$ cat config.mk
export PLATFORM = sky130hd
export DESIGN_NAME = audio_mixer
export DESIGN_NICKNAME = d
export VERILOG_FILES = /design/src/rtl/audio_pkg.sv /design/src/rtl/audio_mix_chan.sv /design/src/rtl/audio_mixer.sv
export SDC_FILE = /design/constraint.sdc
export NUM_CORES = 1
export LEC_CHECK = 0
export BUFFER_PORTS_ARGS = -buffer_cell sky130_fd_sc_hd__buf_2
export CAP_MARGIN = 10
export CORE_MARGIN = 10
export CORE_UTILIZATION = 60
export CTS_CLUSTER_DIAMETER = 150
export DETAILED_ROUTE_END_ITERATION = 12
export PLACE_DENSITY = 0.79
export SLEW_MARGIN = 10
export SYNTH_ARGS = -nofsm -noshare
export SYNTH_HDL_FRONTEND = slang
export SYNTH_HIERARCHICAL = 1
export SYNTH_SLANG_ARGS = --single-unit
$ cat constraint.sdc
create_clock -name clk -period 10.6 [get_ports clk]
set_input_delay 0.53 -clock clk [delete_from_list [all_inputs] [get_ports clk]]
set_output_delay 0.53 -clock clk [all_outputs]
set_load 0.005 [all_outputs]
$ cat src/rtl/audio_pkg.sv
// Shared audio widths, sample limits and the saturating narrow-to-16-bit helper.
package audio_pkg;
  localparam int FM_W       = 14;
  localparam int PSG_W      = 10;
  localparam int SAMPLE_W   = 16;
  localparam int ACC_W      = 18;
  localparam int SAMPLE_MAX = 32767;
  localparam int SAMPLE_MIN = -32768;

  typedef logic signed [ACC_W-1:0]    acc_t;
  typedef logic signed [SAMPLE_W-1:0] sample_t;

  function automatic sample_t sat16(input acc_t acc);
    if (acc > acc_t'(SAMPLE_MAX))      return sample_t'(SAMPLE_MAX);
    else if (acc < acc_t'(SAMPLE_MIN)) return sample_t'(SAMPLE_MIN);
    else                               return sample_t'(acc);
  endfunction
endpackage

$ cat src/rtl/audio_mix_chan.sv
// One mixer channel: operand snapshot, sum, saturate, optional one-pole low-pass.
module audio_mix_chan
  import audio_pkg::*;
#(
  parameter int LPF_SHIFT = 2
) (
  input  logic        clk,
  input  logic        nreset,
  input  logic [3:0]  stg_en_i,
  input  acc_t        f_op_i,
  input  acc_t        p_op_i,
  input  logic        lpf_en_i,
  output sample_t     data_o
);
  acc_t    f_q, p_q, sum_q;
  sample_t sat_q, y_q, y_d;
  acc_t    diff, y_filt;

  // Filter state is always the last output, so switching lpf_en is glitch-free.
  always_comb begin
    diff   = acc_t'(sat_q) - acc_t'(y_q);
    y_filt = acc_t'(y_q) + (diff >>> LPF_SHIFT);
    y_d    = lpf_en_i ? sample_t'(y_filt) : sat_q;
  end

  always_ff @(posedge clk or negedge nreset) begin
    if (!nreset) begin
      f_q   <= '0;
      p_q   <= '0;
      sum_q <= '0;
      sat_q <= '0;
      y_q   <= '0;
    end else begin
      if (stg_en_i[0]) begin
        f_q <= f_op_i;
        p_q <= p_op_i;
      end
      if (stg_en_i[1]) sum_q <= f_q + p_q;
      if (stg_en_i[2]) sat_q <= sat16(sum_q);
      if (stg_en_i[3]) y_q   <= y_d;
    end
  end

  assign data_o = y_q;
endmodule

$ cat src/rtl/audio_mixer.sv
// FM + PSG stereo mixer; updates ldata/rdata 4 clocks after each rising lrck.
module audio_mixer
  import audio_pkg::*;
#(
  parameter int FM_SHIFT  = 2,
  parameter int PSG_SHIFT = 3,
  parameter int PSG_BIAS  = 512,
  parameter int LPF_SHIFT = 2
) (
  input  logic                clk,
  input  logic                nreset,
  input  logic [FM_W-1:0]     fm_left,
  input  logic [FM_W-1:0]     fm_right,
  input  logic                fm_valid,
  input  logic [PSG_W-1:0]    psg_sample,
  input  logic                psg_valid,
  input  logic                fm_en,
  input  logic                psg_en,
  input  logic                lpf_en,
  input  logic                mute,
  input  logic                lrck,
  output logic [SAMPLE_W-1:0] ldata,
  output logic [SAMPLE_W-1:0] rdata,
  output logic                frame_tick
);
  logic signed [FM_W-1:0] fm_l_q, fm_r_q;
  logic [PSG_W-1:0]       psg_q;
  logic                   lrck_q, tick;
  logic [4:1]             vld_pipe;
  logic [3:0]             stg_en;
  logic                   fm_on, psg_on;
  acc_t                   f_l_op, f_r_op, p_op;
  sample_t                l_out, r_out;

  always_ff @(posedge clk or negedge nreset) begin
    if (!nreset) begin
      fm_l_q   <= '0;
      fm_r_q   <= '0;
      psg_q    <= PSG_W'(PSG_BIAS);
      lrck_q   <= 1'b0;
      vld_pipe <= '0;
    end else begin
      if (fm_valid) begin
        fm_l_q <= fm_left;
        fm_r_q <= fm_right;
      end
      if (psg_valid) psg_q <= psg_sample;
      lrck_q   <= lrck;
      vld_pipe <= {vld_pipe[3:1], tick};
    end
  end

  assign tick   = lrck & ~lrck_q;
  assign stg_en = {vld_pipe[3:1], tick};

  // Operands come from the holds as they stand in the tick cycle; a same-cycle capture lands next frame.
  assign fm_on  = fm_en  & ~mute;
  assign psg_on = psg_en & ~mute;
  assign f_l_op = fm_on  ? (acc_t'(fm_l_q) <<< FM_SHIFT) : '0;
  assign f_r_op = fm_on  ? (acc_t'(fm_r_q) <<< FM_SHIFT) : '0;
  assign p_op   = psg_on ? ((acc_t'({1'b0, psg_q}) - acc_t'(PSG_BIAS)) <<< PSG_SHIFT) : '0;

  audio_mix_chan #(.LPF_SHIFT(LPF_SHIFT)) u_chan_l (
    .clk(clk), .nreset(nreset), .stg_en_i(stg_en),
    .f_op_i(f_l_op), .p_op_i(p_op), .lpf_en_i(lpf_en), .data_o(l_out)
  );

  audio_mix_chan #(.LPF_SHIFT(LPF_SHIFT)) u_chan_r (
    .clk(clk), .nreset(nreset), .stg_en_i(stg_en),
    .f_op_i(f_r_op), .p_op_i(p_op), .lpf_en_i(lpf_en), .data_o(r_out)
  );

  assign ldata      = l_out;
  assign rdata      = r_out;
  assign frame_tick = vld_pipe[4];
endmodule

==> impl_metrics.csv, run 1 <==
group,metric,value,unit
global_route,antenna_found_initial,0,
routing,drtIter0Drc,694,
synth,yosysUniqueCellTypes,56,
routing,vias,9918,
cells_and_area,multi_input_area,7460,um^2
cells_and_area,finalNetCount,1593,
sta,slew_violations,0,
floorplan,die_h,169,um
routing,drt-pass1-iter-count,5,
sta,fmax,230,MHz
sta,rsz0062_at_grt,"false",
clocking,cts_setup_buffers,0,
floorplan,start_util,0.612,
clocking,cts_buffer_depth,3,
setup_path,critPathArrivalTime,4.69,ns
sta,fin_crit,4.34,ns
placement,hpwlAfterDp,19400,um
sta,worst_pin_slew,1.12,ns
sta,tns,0,ns
setup_path,cp_max_fo,6,
setup_path,worst_setup_path_end_kind,"register",
cells_and_area,fill_cells,1732,
cells_and_area,post-route-util,0.673,
cells_and_area,area_growth,9.86,%
setup_path,crit_path_end,"u_chan_l/data_o[15]",
sta,setup_viol,0,
routing,wl_per_cell,15.4,um
setup_path,reg2reg_depth,18,
clocking,clk_latency,0.53,ns
synth,yosysTopAreaCellShare,0.399,
clocking,cts-root-buf,"clkbuf_16",
min_path,hp-class,"in -> async",
clocking,clk_pin_slew,0.07,ns
setup_path,critPathMostFrequentCell,"ha_1",
synth,synth_area,13400,um^2
synth,ys_seq_area_frac,0.401,
setup_path,path_depth,18,
floorplan,fp.dieArea,28700,um^2
setup_path,slowest_stage,"or4_1",
routing,via_per_inst,5.70,
synth,synth_edf_count,0,
routing,ant_nets,0,
setup_path,cp_top_family,"compound AO/OA/AOI/OAI gates",
synth,synth.avg_cell_area,9.68,um^2
clocking,cts_hold_buf,0,
clocking,cts_buffers,23,
clocking,htree_levels,1,
pwr,peakVddDrop,152,uV
setup_path,critPathLaunchType,"register",
synth,yosys_most_used_dff,"dfrtp_1",
setup_path,crit_type,"reg -> reg",
run_status,outcome,"finished clean",
cells_and_area,seq_area,5380,um^2
setup_path,path_cells,"inv_1, ha_1, a21o_1, a31o_1, a221o_1, a41o_1, a211oi_2, o21ai_1, nor2_1, xnor2_1, ha_1, nand2_1, o21ai_0, or4_1, o22ai_1, xor2_1, a21boi_0, a2bb2oi_1",
synth,async_flop_share,1.00,
global_route,grt_pass1_vias,9458,
routing,drc_errors,0,
clocking,clkSinkCount,215,
sta,hold_violations,0,
synth,yosys.area.top_type,"dfrtp_1",
global_route,track_usage,0.184,
sta,skew,0.0112,ns
pwr,power.leakage,7.24,nW
synth,synth_area_leaders,"dfrtp_1 (40%), mux2_2 (9.2%), ha_1 (9.1%), a21oi_1 (4.0%), nor2_1 (4.0%)",
synth,synth_seq_cells,215,
setup_path,timing.rr.start,"u_chan_l/data_o[2]",
setup_path,r2r_end,"u_chan_l/data_o[15]",
clocking,cts_resized,0,
floorplan,core,21900,um^2
pwr,power.density,319,nW/um^2
setup_path,crit_path_max_incr_delay,0.42,ns
setup_path,critPathRequiredTime,10.95,ns
global_route,grt_max_degree,88,
synth,netlist_instances,1385,
sta,fin_crit_sh,0.410,
floorplan,rows,54,
setup_path,regToRegSetupSlack,6.26,ns
job,maxCapViolations,0,
cells_and_area,n_antenna_cell,0,
setup_path,path_buf_inv,1,
floorplan,die_x,169,um
floorplan,io_pins,80,
clocking,cts_tree,"built",
setup_path,timing.critical_path.from,"u_chan_l/data_o[2]",
global_route,grt_pass1_wl,45800,um
routing,totalWireLength,26800,um
placement,port_buffers,79,
global_route,overflow,0,
cells_and_area,drive_above_1_share,0.181,
sta,max-slew-margin-rel,0.254,
synth,yosysWarningCount,6,
placement,gp_congestion,0.881,
-- cells by family (layout without fill, tap and decap cells) --
| group | count (synthesis) | after routing | share of synthesized area |
|---|---|---|---|
| DFF | 215 | 215 | 0.401 |
| xor gates and xnor gates | 64 | 64 | 0.0418 |
| and+or+nand+nor | 379 | 379 | 0.135 |
| adders and majority gates | 102 | 102 | 0.0974 |
| other | 1 | 10 | 0.000280 |
| muxes | 154 | 154 | 0.133 |
| buffers and inverters | 150 | 216 | 0.0454 |
| AOI/OAI and AO/OA | 320 | 320 | 0.146 |
-- cell type report --
type,instances,share of cell area
sequential,215,0.365
clock buffer,31,0.0445
tap,280,0.0238
multi-input combinational,1029,0.506
clock inverter,10,0.00646
timing repair buffer,85,0.0305
inverter,90,0.0229
-- state kept, by name, indices dropped and copies added (netlist names) --
| register | cells |
|---|---|
| u_chan_l/f_q | 18 |
| u_chan_l/p_q | 18 |
| u_chan_l/sum_q | 18 |
| u_chan_r/f_q | 18 |
| u_chan_r/p_q | 18 |
| u_chan_r/sum_q | 18 |
| u_chan_l/data_o | 16 |
| u_chan_l/sat_q | 16 |
| u_chan_r/data_o | 16 |
| u_chan_r/sat_q | 16 |
| fm_l_q | 14 |
| fm_r_q | 14 |
| psg_q | 10 |
| vld_pipe | 4 |
| lrck_q | 1 |
-- worst register-to-register path, cell delays in order (launching register included) --
cell and delay, ns:
dfrtp_1 0.37, inv_1 0.06, ha_1 0.34, a21o_1 0.20, a31o_1 0.22, a221o_1 0.35
a41o_1 0.34, a211oi_2 0.26, o21ai_1 0.16, nor2_1 0.14, xnor2_1 0.13, ha_1 0.30
nand2_1 0.09, o21ai_0 0.11, or4_1 0.42, o22ai_1 0.19, xor2_1 0.20, a21boi_0 0.11
a2bb2oi_1 0.19
-- per-layer routing --
metal,global-route usage,share of wire,routed length [um],up-vias
met5,0,0,0,-
met3,0.0306,0.048,1290,38
li1,-,-,-,4992
met4,0.0473,0.021,568,0
met1,0.273,0.50,13500,4678
met2,0.274,0.43,11400,210
-- through the flow --
step                std cells  power [mW]  hold WS (ns)  instance area (um^2)  setup slack [ns]
finish                   1740        4.70        0.0611                 14700              6.26
global route             1740        5.14         0.102                 14700              5.97
CTS                      1740        4.71        0.0668                 14700              6.29
detailed placement       1699        3.88         0.492                 14000              6.29
global placement         1699        3.81         0.488                 14000              6.45
floorplan                1394        3.33         0.234                 13400              6.70
-- placed cells by master (no fill, tap or decap), types with 8 or more instances in the layout --
master | synthesis | final
a21o_1 | 22 | 22
a21oi_1 | 108 | 108
and3_1 | 8 | 8
and3b_1 | 37 | 37
buf_2 | 4 | 78
clkbuf_16 | 0 | 23
conb_1 | 1 | 10
dfrtp_1 | 214 | 213
ha_1 | 98 | 98
inv_1 | 90 | 90
mux2_2 | 110 | 110
mux2_4 | 20 | 20
mux2i_1 | 24 | 24
nand2_1 | 108 | 108
nand2b_1 | 8 | 8
nand3_1 | 18 | 18
nand4_1 | 8 | 8
nor2_1 | 142 | 142
nor2b_1 | 9 | 8
nor3_1 | 16 | 16
o211ai_1 | 38 | 38
o21a_1 | 12 | 12
o21ai_0 | 82 | 82
o21bai_1 | 8 | 8
xnor2_1 | 48 | 48
xor2_1 | 16 | 16
-- synthesized netlist by cell type (8+ instances only) --
cell type	instances
nand2b_1	8
mux2i_1	24
a21o_1	22
mux2_4	20
nand2_1	108
nand4_1	8
o21bai_1	8
o21a_1	12
xor2_1	16
nand3_1	18
nor2b_1	9
mux2_2	110
a21oi_1	108
and3_1	8
o211ai_1	38
xnor2_1	48
o21ai_0	82
nor3_1	16
nor2_1	142
ha_1	98
clkbuf_1	47
dfrtp_1	214
and3b_1	37
inv_1	90
-- power breakdown --
| group | total, mW | internal, mW | switching, mW |
|---|---|---|---|
| clock | 0.788 | 0.460 | 0.328 |
| combinational | 2.69 | 1.24 | 1.45 |
| sequential | 1.22 | 1.01 | 0.211 |
-- worst min path at each step --
stage	from	endpoint	depth (start not counted)
global placement	fm_l_q[5]	fm_l_q[5]	1
detailed placement	fm_l_q[3]	fm_l_q[3]	1
global route	nreset	u_chan_l/p_q[2]	1
CTS	nreset	u_chan_l/p_q[8]	1
finish	nreset	u_chan_l/sum_q[1]	1
floorplan	nreset	fm_l_q[0]	0
Power figures use the tool's default switching activity.
==> run 2: changes to the inputs <==
--- a/config.mk
+++ b/config.mk
@@ -8,10 +8,10 @@
 export BUFFER_PORTS_ARGS = -buffer_cell sky130_fd_sc_hd__buf_2
 export CAP_MARGIN = 10
 export CORE_MARGIN = 10
-export CORE_UTILIZATION = 60
+export CORE_UTILIZATION = 57
 export CTS_CLUSTER_DIAMETER = 150
 export DETAILED_ROUTE_END_ITERATION = 12
-export PLACE_DENSITY = 0.79
+export PLACE_DENSITY = 0.78
 export SLEW_MARGIN = 10
 export SYNTH_ARGS = -nofsm -noshare
 export SYNTH_HDL_FRONTEND = slang
==> constraint.sdc (replaced) <==
create_clock -name clk -period 3.6 [get_ports clk]
set_input_delay 0.18 -clock clk [delete_from_list [all_inputs] [get_ports clk]]
set_output_delay 0.18 -clock clk [all_outputs]
set_load 0.005 [all_outputs]
==> run 2 against run 1 <==
Compared with the run above: the run now ends with negative setup slack left; clock skew increased by 0.010 ns; design area increased by 11%; non-clock buffer count increased by 144; critical path depth decreased by 1; routed wire length increased by 15%; maximum frequency increased by 6.7%; first-iteration DRC count increased by 3.2%; sequential power increased to 2.9 times the previous value; global-route usage increased by 1.2 points; clock power increased to 2.9 times the previous value; sequential share of layout area decreased by 3.5 points; die area increased by 4.6%; critical path type unchanged; largest cell class unchanged.
==> impl_metrics.csv, run 2 (synthesis results as in run 1) <==
group,metric,value,unit
sta,fin_crit_sh,1.13,
floorplan,rows,56,
floorplan,die_x,173,um
cells_and_area,n_antenna_cell,0,
clocking,clk_pin_slew,0.06,ns
sta,rsz0062_at_grt,"true",
clocking,cts_buffer_depth,3,
global_route,grt_max_degree,111,
sta,hold_violations,0,
sta,fmax,246,MHz
cells_and_area,final_cell_mix,"dfrtp_1 (213), nor2_1 (138), mux2_2 (110)",
placement,port_buffers,79,
setup_path,worst_setup_path_end_kind,"register",
sta,setup_ws,-0.471,ns
sta,setup_viol,12,
global_route,grt_pass1_vias,10400,
cells_and_area,final_common_cell,"dfrtp_1",
setup_path,crit_type,"reg -> reg",
pwr,power.total,16.8,mW
setup_path,critPathArrivalTime,4.44,ns
placement,hpwlAfterDp,21100,um
pwr,peakVddDrop,570,uV
sta,skew,0.0214,ns
routing,drt-pass1-iter-count,5,
sta,worst_pin_slew,1.13,ns
routing,drc_errors,0,
clocking,cts-root-buf,"clkbuf_16",
pwr,power.density,1030,nW/um^2
cells_and_area,drive_above_1_share,0.259,
setup_path,critPathLaunchType,"register",
routing,drtIter0Drc,716,
cells_and_area,seq_area,5380,um^2
floorplan,start_util,0.575,
min_path,hp-class,"in -> reg",
setup_path,critPathRequiredTime,3.97,ns
clocking,clkSinkCount,215,
clocking,htree_levels,1,
pwr,power.leakage,7.98,nW
global_route,grt_pass1_wl,51300,um
clocking,cts_buffers,24,
routing,vias,10700,
placement,gp_congestion,0.887,
cells_and_area,fill_cells,1723,
job,maxCapViolations,0,
sta,fin_crit,4.07,ns
routing,wl_per_cell,16.0,um
clocking,cts_tree,"built",
sta,whs,0.104,ns
cells_and_area,area_growth,21.5,%
run_status,outcome,"finished with violations",
floorplan,die_h,173,um
cells_and_area,multi_input_area,7760,um^2
global_route,track_usage,0.196,
routing,totalWireLength,30800,um
cells_and_area,finalNetCount,1738,
routing,ant_nets,0,
routing,via_per_inst,5.53,
clocking,clk_latency,0.52,ns
setup_path,cp_max_fo,5,
floorplan,core,23300,um^2
global_route,overflow,0,
floorplan,io_pins,80,
global_route,antenna_found_initial,0,
sta,slew_violations,0,
floorplan,fp.dieArea,30100,um^2
sta,max-slew-margin-rel,0.244,
run_status,violations,"negative setup slack",
==> run 2: cell type report <==
type	instances	share of cell area
Inverter	90	0.0207
Sequential cell	215	0.331
Timing Repair Buffer	229	0.101
Clock buffer	39	0.0440
Clock inverter	5	0.00223
Tap cell	319	0.0245
Multi-Input combinational cell	1029	0.476
==> run 2: power breakdown <==
group          internal (mW)  switching [mW]
logic                   5.48            5.49
clock network           1.36           0.949
registers               2.97           0.556
==> run 2: final timing paths <==
path | from | to | slack [ns] | depth (start not counted)
setup / recovery | u_chan_l/sat_q[2] | u_chan_l/data_o[15] | -0.47 | 17
hold / removal | psg_valid | psg_q[3] | 0.10 | 2
setup reg to reg | u_chan_l/sat_q[2] | u_chan_l/data_o[15] | -0.47 | 17
hold reg to reg | lrck_q | vld_pipe[1] | 0.47 | 1
max in group asynchronous | nreset | psg_q[9] | 2.30 | 3
min in group asynchronous | nreset | fm_l_q[2] | 0.33 | 2
==> run 2: stage by stage <==
step / std cells / setup slack, ns / util / setup TNS (ns) / area (um^2)
after floorplan: 1394 / -0.201 / - / -0.401 / 13500
after global placement: 1833 / -0.263 / 0.633 / -0.682 / 14800
after detailed placement: 1833 / -0.386 / 0.633 / -1.44 / 14800
after CTS: 1922 / -0.322 / 0.688 / -1.03 / 16100
after global routing: 1926 / -0.609 / 0.698 / -4.25 / 16300
final: 1926 / -0.471 / 0.698 / -2.14 / 16300
==> run 2: timing repair <==
action                                  in CTS  in global routing
hold endpoints to repair                   145                  0
endpoints found under the setup margin      11                 17
hold buffers                                40                  0
setup buffers                                5                  4
gates resized for setup                     30                 45
pin swaps                                   19                 32
==> run 2: layer usage <==
layer / wire length [um] / share of wire / vias to the layer above / GRT usage
li1: - / - / 5278 / -
met1: 14400 / 0.47 / 5076 / 0.270
met2: 14200 / 0.46 / 239 / 0.316
met3: 1520 / 0.049 / 59 / 0.0333
met4: 663 / 0.022 / 0 / 0.0478
met5: 0 / 0 / - / 0
==> run 2: worst max-delay path, stage by stage, from the launching register on <==
cell and delay [ns]:
dfrtp_1 0.41, ha_4 0.26, a21o_1 0.17, a31o_1 0.22, a221o_1 0.35, a41o_1 0.24
buf_4 0.17, o21a_1 0.21, o21ai_1 0.15, a21oi_1 0.11, ha_1 0.22, a21oi_2 0.17
o21ai_2 0.09, or4_4 0.53, o22ai_4 0.18, xor2_2 0.21, a21boi_2 0.09, a2bb2oi_1 0.18
==> run 3: changes to the inputs <==
--- a/config.mk
+++ b/config.mk
@@ -11,7 +11,8 @@
 export CORE_UTILIZATION = 57
 export CTS_CLUSTER_DIAMETER = 150
 export DETAILED_ROUTE_END_ITERATION = 12
-export PLACE_DENSITY = 0.78
+export PLACE_DENSITY = 0.76
+export SKIP_CTS_REPAIR_TIMING = 1
 export SLEW_MARGIN = 10
 export SYNTH_ARGS = -nofsm -noshare
 export SYNTH_HDL_FRONTEND = slang
==> run 3 against run 2 <==
Compared with the run above: global-route usage decreased by 0.91 points; the flow still finishes with violations (negative setup slack); hold slack got worse by 0.0027 ns; highest routed layer unchanged; setup slack better by 0.099 ns; non-clock buffer count is 1 lower; sequential power about the same; die area did not move; via count decreased by 0.40%; register-to-register slack better by 0.099 ns; sequential share of layout area down 0.22 points; combinational power barely moved.
==> impl_metrics.csv, run 3 (synthesis results as in run 1) <==
group,metric,value,unit
sta,hold_violations,0,
global_route,overflow,0,
sta,fmax,252,MHz
placement,hpwlAfterDp,21000,um
routing,drtIter0Drc,820,
floorplan,fp.dieArea,30100,um^2
setup_path,reg2reg_depth,18,
placement,gp_congestion,0.884,
clocking,clk_pin_slew,0.06,ns
setup_path,timing.critical_path.from,"u_chan_r/data_o[2]",
global_route,antenna_found_initial,0,
routing,wl_per_cell,15.8,um
cells_and_area,fill_cells,1697,
setup_path,cp_max_fo,3,
cells_and_area,post-route-util,0.703,
cells_and_area,finalNetCount,1737,
global_route,grt_pass1_wl,49000,um
run_status,outcome,"finished with violations",
clocking,clkSinkCount,215,
min_path,hp-class,"in -> reg",
setup_path,path_depth,18,
sta,setup_viol,9,
sta,max-slew-margin-rel,0.374,
sta,setup_ws,-0.372,ns
cells_and_area,final_common_cell,"dfrtp_1",
setup_path,slowest_stage,"or4_1",
routing,drt-pass1-iter-count,5,
routing,vias,10600,
cells_and_area,drive_above_1_share,0.262,
setup_path,critPathArrivalTime,4.36,ns
pwr,power.leakage,8.02,nW
floorplan,die_x,173,um
pwr,peakVddDrop,608,uV
global_route,grt_pass1_vias,10100,
setup_path,critPathMostFrequentCell,"o21ai_2",
routing,via_per_inst,5.51,
sta,whs,0.101,ns
routing,ant_nets,0,
setup_path,critPathLaunchType,"register",
clocking,cts_tree,"built",
cells_and_area,final_cell_mix,"dfrtp_1 (213), nor2_1 (138), mux2_2 (110)",
clocking,htree_levels,1,
cells_and_area,area_growth,22.3,%
clocking,cts_buffers,24,
sta,slew_violations,0,
floorplan,rows,56,
floorplan,io_pins,80,
setup_path,regToRegSetupSlack,-0.37,ns
sta,fin_crit_sh,1.10,
setup_path,path_buf_inv,1,
setup_path,timing.rr.start,"u_chan_r/data_o[2]",
routing,totalWireLength,30500,um
pwr,power.density,1040,nW/um^2
floorplan,die_h,173,um
setup_path,path_cells,"inv_2, ha_4, a21o_1, a31o_1, a221o_1, a41o_1, a211oi_2, o21ai_2, nor2_1, xnor2_1, ha_1, nand2_1, o21ai_2, or4_1, o22ai_2, xor2_1, a21boi_0, a2bb2oi_1",
setup_path,crit_type,"reg -> reg",
setup_path,worst_setup_path_end_kind,"register",
clocking,clk_latency,0.53,ns
placement,pre_cts_ws,-0.330,ns
pwr,power.total,17.1,mW
floorplan,core,23300,um^2
setup_path,crit_path_end,"u_chan_r/data_o[15]",
global_route,track_usage,0.187,
routing,drc_errors,0,
global_route,grt_max_degree,86,
floorplan,start_util,0.575,
sta,worst_pin_slew,0.939,ns
run_status,violations,"negative setup slack",
placement,port_buffers,79,
setup_path,crit_path_max_incr_delay,0.42,ns
sta,fin_crit,3.97,ns
job,maxCapViolations,0,
setup_path,r2r_end,"u_chan_r/data_o[15]",
setup_path,cp_top_family,"compound AO/OA/AOI/OAI gates",
sta,rsz0062_at_grt,"true",
cells_and_area,n_antenna_cell,0,
sta,skew,0.0171,ns
clocking,cts_buffer_depth,3,
clocking,cts-root-buf,"clkbuf_16",
setup_path,critPathRequiredTime,3.99,ns
-- run 3: how the worst min path moves through the flow --
stage | slack (ns) | from | depth (start not counted) | to
after floorplan | -0.12 | nreset | 0 | fm_l_q[0]
after global placement | 0.28 | nreset | 1 | fm_l_q[0]
after detailed placement | 0.28 | nreset | 1 | u_chan_l/f_q[5]
after CTS | -0.29 | nreset | 1 | u_chan_l/f_q[7]
after global routing | 0.10 | psg_valid | 2 | psg_q[3]
final | 0.10 | psg_valid | 2 | psg_q[9]
-- run 3: worst reg2reg max path, stage by stage (launching register included) --
cell	delay [ns]
dfrtp_1	0.40
inv_2	0.09
ha_4	0.21
a21o_1	0.17
a31o_1	0.20
a221o_1	0.32
a41o_1	0.23
a211oi_2	0.28
o21ai_2	0.09
nor2_1	0.13
xnor2_1	0.14
ha_1	0.30
nand2_1	0.11
o21ai_2	0.09
or4_1	0.42
o22ai_2	0.18
xor2_1	0.20
a21boi_0	0.12
a2bb2oi_1	0.16
-- run 3: per-layer routing --
layer | vias to the layer above | wire, um | GRT usage
met5 | - | 0 | 0
met4 | 0 | 559 | 0.0521
met3 | 47 | 1590 | 0.0281
met2 | 254 | 14000 | 0.292
met1 | 5030 | 14400 | 0.265
li1 | 5278 | - | -
-- run 3: metrics by stage --
| step | instance area, um^2 | TNS [ns] | std cells |
|---|---|---|---|
| floorplan | 13500 | -0.401 | 1394 |
| global placement | 14800 | -0.566 | 1832 |
| detailed placement | 14800 | -1.26 | 1832 |
| CTS | 15600 | -1.49 | 1875 |
| global route | 16400 | -3.38 | 1924 |
| finish | 16400 | -1.33 | 1924 |
-- run 3: cell type report --
type	count	area, um^2	area share
well taps	319	399	0.0243
inverters	90	338	0.0206
multi-input cells	1029	7800	0.476
repair buffers	228	1650	0.100
clock inverters	11	170	0.0104
flip-flops and latches	215	5380	0.328
clock buffers	32	661	0.0403
-- run 3: where the power goes --
| part | internal [mW] | switching [mW] | leakage (nW) |
|---|---|---|---|
| combinational | 5.53 | 5.43 | 4.94 |
| sequential | 2.97 | 0.561 | 2.67 |
| clock | 1.58 | 0.993 | 0.411 |
| total | 10.1 | 6.99 | 8.02 |
